<file path="config.mk">
export PLATFORM = sky130hd
export DESIGN_NAME = axis_width_down
export DESIGN_NICKNAME = d
export VERILOG_FILES = /design/src/rtl/axis_width_down.sv
export SDC_FILE = /design/constraint.sdc
export NUM_CORES = 1
export LEC_CHECK = 0
export CELL_PAD_IN_SITES_DETAIL_PLACEMENT = 1
export CELL_PAD_IN_SITES_GLOBAL_PLACEMENT = 2
export CORE_MARGIN = 2
export CORE_UTILIZATION = 38
export DETAILED_ROUTE_END_ITERATION = 12
export DONT_BUFFER_PORTS = 1
export PLACE_DENSITY_LB_ADDON = 0.1
export SKIP_CTS_REPAIR_TIMING = 1
export SYNTH_ARGS = -nofsm -noshare
export SYNTH_HDL_FRONTEND = slang
export SYNTH_SLANG_ARGS = --single-unit
</file>
<file path="constraint.sdc">
create_clock -name aclk -period 4 [get_ports aclk]
set_input_delay 0 -clock aclk [delete_from_list [all_inputs] [get_ports aclk]]
set_output_delay 0 -clock aclk [all_outputs]
set_load 0.005 [all_outputs]
</file>
<file path="src/rtl/axis_width_down.sv">
// axis_width_down
//   AXI-Stream width downsizer. Each accepted wide input word
//   (M_DATA_BITS*RATIO bits) is emitted as RATIO narrow beats, one per cycle
//   while downstream is ready. Holds at most one wide word; the next word is
//   accepted on the same cycle the final beat of the current word leaves, so
//   consecutive words drain without a bubble.
//
// Parameters
//   M_DATA_BITS  width of one output beat
//   RATIO        output beats per input word (>= 1)
//   LSB_FIRST    1: slice 0 (bits M_DATA_BITS-1:0) first; 0: top slice first
//
// Ports
//   aclk           clock, rising edge
//   areset         asynchronous active-high reset
//   s_axis_tvalid  input word valid
//   s_axis_tready  input word accepted (combinational from m_axis_tready)
//   s_axis_tdata   input word, M_DATA_BITS*RATIO bits
//   s_axis_tlast   input word ends a packet
//   m_axis_tvalid  output beat valid
//   m_axis_tready  downstream accepts beat
//   m_axis_tdata   output beat, M_DATA_BITS bits
//   m_axis_tlast   final beat of a word that arrived with tlast set

module axis_width_down #(
  parameter int unsigned M_DATA_BITS = 32,
  parameter int unsigned RATIO       = 4,
  parameter bit          LSB_FIRST   = 1'b1
) (
  input  logic                           aclk,
  input  logic                           areset,
  input  logic                           s_axis_tvalid,
  output logic                           s_axis_tready,
  input  logic [M_DATA_BITS*RATIO-1:0]   s_axis_tdata,
  input  logic                           s_axis_tlast,
  output logic                           m_axis_tvalid,
  input  logic                           m_axis_tready,
  output logic [M_DATA_BITS-1:0]         m_axis_tdata,
  output logic                           m_axis_tlast
);

  localparam int unsigned S_DATA_BITS = M_DATA_BITS * RATIO;
  localparam int unsigned CW          = (RATIO > 1) ? $clog2(RATIO) : 1;
  localparam logic [CW-1:0] LAST_IDX  = CW'(RATIO - 1);

  // EMPTY <-> valid_q = 0, DRAIN <-> valid_q = 1
  typedef enum logic {
    EMPTY = 1'b0,
    DRAIN = 1'b1
  } state_t;

  state_t                 state_q, state_d;
  logic [S_DATA_BITS-1:0] data_q,  data_d;
  logic                   last_q,  last_d;
  logic [CW-1:0]          cnt_q,   cnt_d;

  logic          valid_q;
  logic          fin;
  logic          s_hs;
  logic          m_hs;
  logic [CW-1:0] sel;

  assign valid_q = (state_q == DRAIN);
  assign fin     = (cnt_q == LAST_IDX);

  assign s_axis_tready = !areset && (!valid_q || (m_axis_tready && fin));
  assign m_axis_tvalid = valid_q;
  assign m_axis_tlast  = valid_q && last_q && fin;

  assign s_hs = s_axis_tvalid && s_axis_tready;
  assign m_hs = m_axis_tvalid && m_axis_tready;

  // Slice select as a compare-and-mux over all slices so RATIO need not be
  // a power of two and no out-of-range part-select can be generated.
  always_comb begin
    sel          = LSB_FIRST ? cnt_q : (LAST_IDX - cnt_q);
    m_axis_tdata = '0;
    for (int unsigned i = 0; i < RATIO; i++) begin
      if (sel == CW'(i)) begin
        m_axis_tdata = data_q[i*M_DATA_BITS +: M_DATA_BITS];
      end
    end
  end

  always_comb begin
    state_d = state_q;
    data_d  = data_q;
    last_d  = last_q;
    cnt_d   = cnt_q;
    unique case (state_q)
      EMPTY: begin
        if (s_hs) begin
          data_d  = s_axis_tdata;
          last_d  = s_axis_tlast;
          cnt_d   = '0;
          state_d = DRAIN;
        end
      end
      DRAIN: begin
        if (m_hs) begin
          if (!fin) begin
            cnt_d = cnt_q + CW'(1);
          end else if (s_hs) begin
            data_d = s_axis_tdata;
            last_d = s_axis_tlast;
            cnt_d  = '0;
          end else begin
            cnt_d   = '0;
            state_d = EMPTY;
          end
        end
      end
      default: state_d = EMPTY;
    endcase
  end

  always_ff @(posedge aclk or posedge areset) begin
    if (areset) begin
      state_q <= EMPTY;
      data_q  <= '0;
      last_q  <= 1'b0;
      cnt_q   <= '0;
    end else begin
      state_q <= state_d;
      data_q  <= data_d;
      last_q  <= last_d;
      cnt_q   <= cnt_d;
    end
  end

endmodule

</file>
* Word level (Yosys, flattened, before mapping) *
Index checks and enable logic that the tools add are counted.

cells by class
  add/sub/neg operators = 1
  equal/unequal tests = 6
  multiplexer cells = 20
  bitwise gates (word level) = 1
  reductions and logical operators = 12

operator list
  kind                                                 number
  two-way mux 128 bit                                  3
  one-hot mux 128 bit (2 select lines)                 1
  two-way mux 32 bit                                   4
  logical AND 1 bit                                    6
  two-way mux 1 bit                                    6
  two-way mux 2 bit                                    3
  equality test 2 bit, second input constant           2
  != test 2 x 1 -> 1 bit, second input constant        2
  one-hot mux 1 bit (2 select lines)                   2
  one-hot mux 2 bit (2 select lines)                   1
  AND reduction 2 bit                                  2
  adder 2 x 1 -> 2 bit, second input constant          1
  equality test 2 x 1 -> 1 bit, second input constant  1
  zero test 1 bit                                      2
  zero test 2 bit                                      1
  != test 2 bit, second input constant                 1
  logical OR 1 bit                                     1
  inverter 1 bit                                       1

storage, ports and cells
  register bits = 132
  input port bits = 133
  output and inout bits = 35
  logic and storage cells = 44

* Depth between registers and ports, before layout *
  word-level depth = 9
  mapped depth = 7
  gate-level depth less buffers = 5

* Worst setup path before layout *
No wires, ideal clock.

  path type = reg-to-reg
  start = reg cnt_q[0]
  end = reg data_q[0]
  setup time = 0.125 ns
  data arrival time = 1.554 ns
  data required time = 3.875 ns
  slack = 2.321 ns
  stages on the path, launching flop included = 8
  buffers on the path = 3
  period minus slack after synthesis = 1.679 ns
  cells stage by stage = dfrtp_1 > ha_1 > buf_4 > a21boi_4 > nor2_2 > buf_6 > buf_6 > mux2_4

between the ends
  word-level cells in the longest chain between the ends = 9
  elaborated cells between the ends (all ways) = 11
  classes of those cells = 2 x eq/ne; 4 x mux; 5 x reduce/logical

ends and longest elaborated chain
  item                                  RTL line  RTL
  from (decl)                           55        logic [CW-1:0] cnt_q, cnt_d;
  from (signal assigned)                127       cnt_q <= cnt_d;
  equality test 2 bit (*)               64        assign fin = (cnt_q == LAST_IDX);
  logical AND 1 bit                     66        assign s_axis_tready = !areset && (!valid_q || (m_axis_tready && fin));
  logical OR 1 bit                      66
  logical AND 1 bit                     66
  logical AND 1 bit                     70        assign s_hs = s_axis_tvalid && s_axis_tready;
  two-way mux 128 bit (3 in series)     --
  one-hot mux 128 bit (2 select lines)  --
  to (signal assigned)                  125       data_q <= data_d;
  to (decl)                             53        logic [S_DATA_BITS-1:0] data_q, data_d;

Every way passes the cells marked *; elsewhere a longest branch is shown, timed or not. The select of a mux whose other input is x is not followed.
A chain may end at the register's enable or synchronous reset.

* Worst setup path after layout *
  start = reg cnt_q[0]
  end = out m_axis_tdata[27]

between the ends
  word-level cells in the longest chain between the ends = 5
  elaborated cells between the ends (all ways) = 8
  classes of those cells = 3 x eq/ne; 4 x mux; 1 x reduce/logical

ends and longest elaborated chain
  item                              RTL line  RTL
  zero test 2 bit                   79        if (sel == CW'(i)) begin
  two-way mux 32 bit (3 in series)  79
  two-way mux 32 bit (*)            79
  to (decl)                         38        output logic [M_DATA_BITS-1:0] m_axis_tdata,

Every way passes the cells marked *; elsewhere a longest branch is shown, timed or not.

==> summary.txt <==
GRT
  • Number of antenna violations at the first check in global routing: 0
  • Global route total overflow: 0
  • First-pass GRT wire length: 24.5 mm
  • Via count of the first global-routing pass: 4177
  • Total routing usage reported by global routing: 17.7%
  • Pin count of the biggest net entering global routing: 91

Min path
  • Beginning of the worst hold path: areset
  • Worst hold path type: in -> out

Yosys
  • Adder-cell share of the synthesized area: 0.759%
  • #FFs+latches synth: 132
  • Distinct cell type count after synthesis: 20
  • Post-synthesis simple-gate area fraction: 9.10%
  • Synthesized area: 6600 um2
  • Gate Count Post-Synth: 474
  • Yosys warnings: 0
  • Combinational family with the most area after synthesis: multiplexers
  • Net Count, Synth: 611
  • Synthesized area per cell: 13.9 um2
  • Post-synthesis compound-gate area fraction: 3.74%
  • Multiplexer fraction of the synthesized cell area: 32.6%
  • Portion of the post-synthesis area used by sequential elements: 50.1%
  • XOR/XNOR share of the synthesized area: 0%

Setup path
  • Slowest stage cell on the critical path: nor2_4
  • Critical Path Start Type: flip-flop
  • Startpoint of the most critical register-to-register path: cnt_q[0]
  • CP Launch Point: cnt_q[0]
  • Type of the worst setup path: reg -> out
  • List of cells traversed by the critical path: inv_1, ha_2, nor2_4, a31oi_1
  • Sort of element at the end of the critical path: output port
  • CP max stage delay: 840 ps
  • Required time of the critical path: 4000 ps
  • Crit path DAT: 2510 ps
  • Maximum fanout encountered on the critical timing path: 33

Floorplanning
  • Die X: 136 um
  • Height of the chip: 136 um
  • Full die area: 18400 um2
  • Core region area: 17100 um2
  • Starting Density: 38.5%
  • # IOs: 168
  • Site row count: 48

Timing
  • Final critical-path share of the clock period: 62.8%
  • Normalized max-slew margin: 38.3%
  • Min Hold Slack: 51.2 ps
  • Unrepaired setup endpoints after global routing: no
  • Time the worst path needs with I/O delays and setup: 2510 ps
  • Count of final hold-check violations: 0
  • Fin Setup TNS: 0 ps
  • Achievable frequency: 398 MHz
  • Final setup violating endpoints: 0
  • Worst-case clock skew: 8.73 ps
  • Worst slew pin tran: 923 ps
  • Final Max Tran Viols: 0

Final layout
  • Sequential cell area: 3300 um2
  • Synthesis-to-finish area growth: 32.0%
  • Share of cells above drive strength 1: 28.6%
  • Leading cell types in the layout, fill and taps excluded: dfrtp_1 (132), dlygate4sd3_1 (132), mux2_4 (101)
  • Area occupied by multi-input gates: 3070 um2
  • Inserted Diodes: 0
  • Net total in the final layout: 736
  • Number of fill cells in the layout: 1711

Clocking
  • Clock-pin slew on the worst setup and hold paths: 60 ps
  • Worst-case clock buffer depth: 2
  • Root buf cell: clkbuf_16
  • Worst-skew pair later-pin latency: 410 ps
  • Clock sinks: 132
  • TritonCTS clock tree: done
  • H-tree levels: 4
  • Number of CTS-inserted buffers: 17

Route
  • Vias: 4221
  • Drt total wl: 17.1 mm
  • Via-per-instance ratio: 5.04
  • Total iterations of the first detailed-routing run: 4
  • Antenna Violating Nets Remaining: 0
  • First DRT Iteration DRCs: 156
  • Routed wire length per instance: 20.5 um
  • DRC violation count after routing: 0

Place
  • Port bufs: 0
  • Post-DP HPWL: 10.2 mm
  • GPL Wtd Cong: 0.728

Power
  • Leakage power: 3.67 nW
  • Total power per unit cell area: 770 nW/um2
  • Peak supply drop: 454 uV

Flow run
  • Max-Cap Viols: 0

Run status
  • Run status: finished clean
-- layer usage --
| metal | GRT usage [%] | vias up | routed length, um | part of all wire [%] |
|---|---|---|---|---|
| met1 | 22.5 | 2188 | 7500 | 44 |
| met5 | 0 | - | 0 | 0 |
| met4 | 5.44 | 0 | 142 | 0.83 |
| li1 | - | 1926 | - | - |
| met2 | 28.7 | 97 | 8610 | 50 |
| met3 | 5.76 | 10 | 878 | 5.1 |
-- final timing paths --
path / endpoint / slack, ps / cells past startpoint
min reg2reg: data_q[83] / 500 / 1
min: s_axis_tready / 50 / 1
min in group asynchronous: m_axis_tvalid / 300 / 2
max: m_axis_tdata[27] / 1490 / 4
max in group asynchronous: data_q[30] / 2540 / 3
max reg2reg: data_q[40] / 1660 / 5
-- cells in the mapped netlist --
library cell	instances	area (um2)
a21boi_4	1	18.8
a31oi_1	32	200
a32o_1	2	20.0
and3_1	1	6.26
buf_2	4	20.0
buf_4	1	7.51
buf_6	13	146
clkbuf_1	16	60.1
dfrtp_1	132	3300
ha_1	4	50.1
inv_1	3	11.3
mux2_2	28	315
mux2_4	101	1520
mux2i_1	32	320
nand2_1	33	124
nand2b_1	34	213
nand3b_1	32	240
nor2_1	3	11.3
nor2_2	1	6.26
o21a_1	1	7.51
-- worst max-delay path: cells and delay by family, from the launching register on --
family / cells / cell delay (ps)
compound gates: 1 / 290
fa+ha+maj: 1 / 460
buf+inv: 1 / 90
flops: 1 / 420
simple gates: 1 / 840
-- state kept, by name, summed over array words and instances (netlist names) --
register	flops
last_q	1
data_q	128
m_axis_tvalid	1
cnt_q	2
-- metrics by stage --
step | utilization [%] | setup slack (ps) | instance area [um2] | total power [mW] | instances
6_report | 50.9 | 1490 | 8710 | 6.71 | 837
5_1_grt | 50.9 | 1230 | 8710 | 7.15 | 837
4_1_cts | 43.2 | 1350 | 7390 | 6.69 | 705
3_5_place_dp | 39.4 | 1650 | 6740 | 4.94 | 673
3_3_place_gp | 39.4 | 1690 | 6740 | 4.86 | 673
2_1_floorplan | - | 474 | 6600 | 4.36 | 474
-- where the power goes --
| group | total, mW | internal (mW) | switching, mW |
|---|---|---|---|
| combinational | 2.61 | 1.45 | 1.16 |
| sequential | 2.39 | 2.01 | 0.382 |
| clock | 1.71 | 1.12 | 0.582 |
| total | 6.71 | 4.59 | 2.12 |
-- logic make-up (layout without fill, tap and decap cells) --
group	count (synthesis)	in the layout
buffers and inverters	37	175
and+or+nand+nor	104	104
DFF	132	132
muxes	161	161
AOI/OAI and AO/OA	36	36
adders and majority gates	4	4
-- final cells by class --
type                            count  area share [%]
Sequential cell                   132            37.9
Multi-Input combinational cell    305            35.2
Timing Repair Buffer              140            16.0
Clock buffer                       23            5.72
Tap cell                          225            3.23
Clock inverter                      9            1.70
Inverter                            3           0.187
Power figures use the tool's default switching activity.
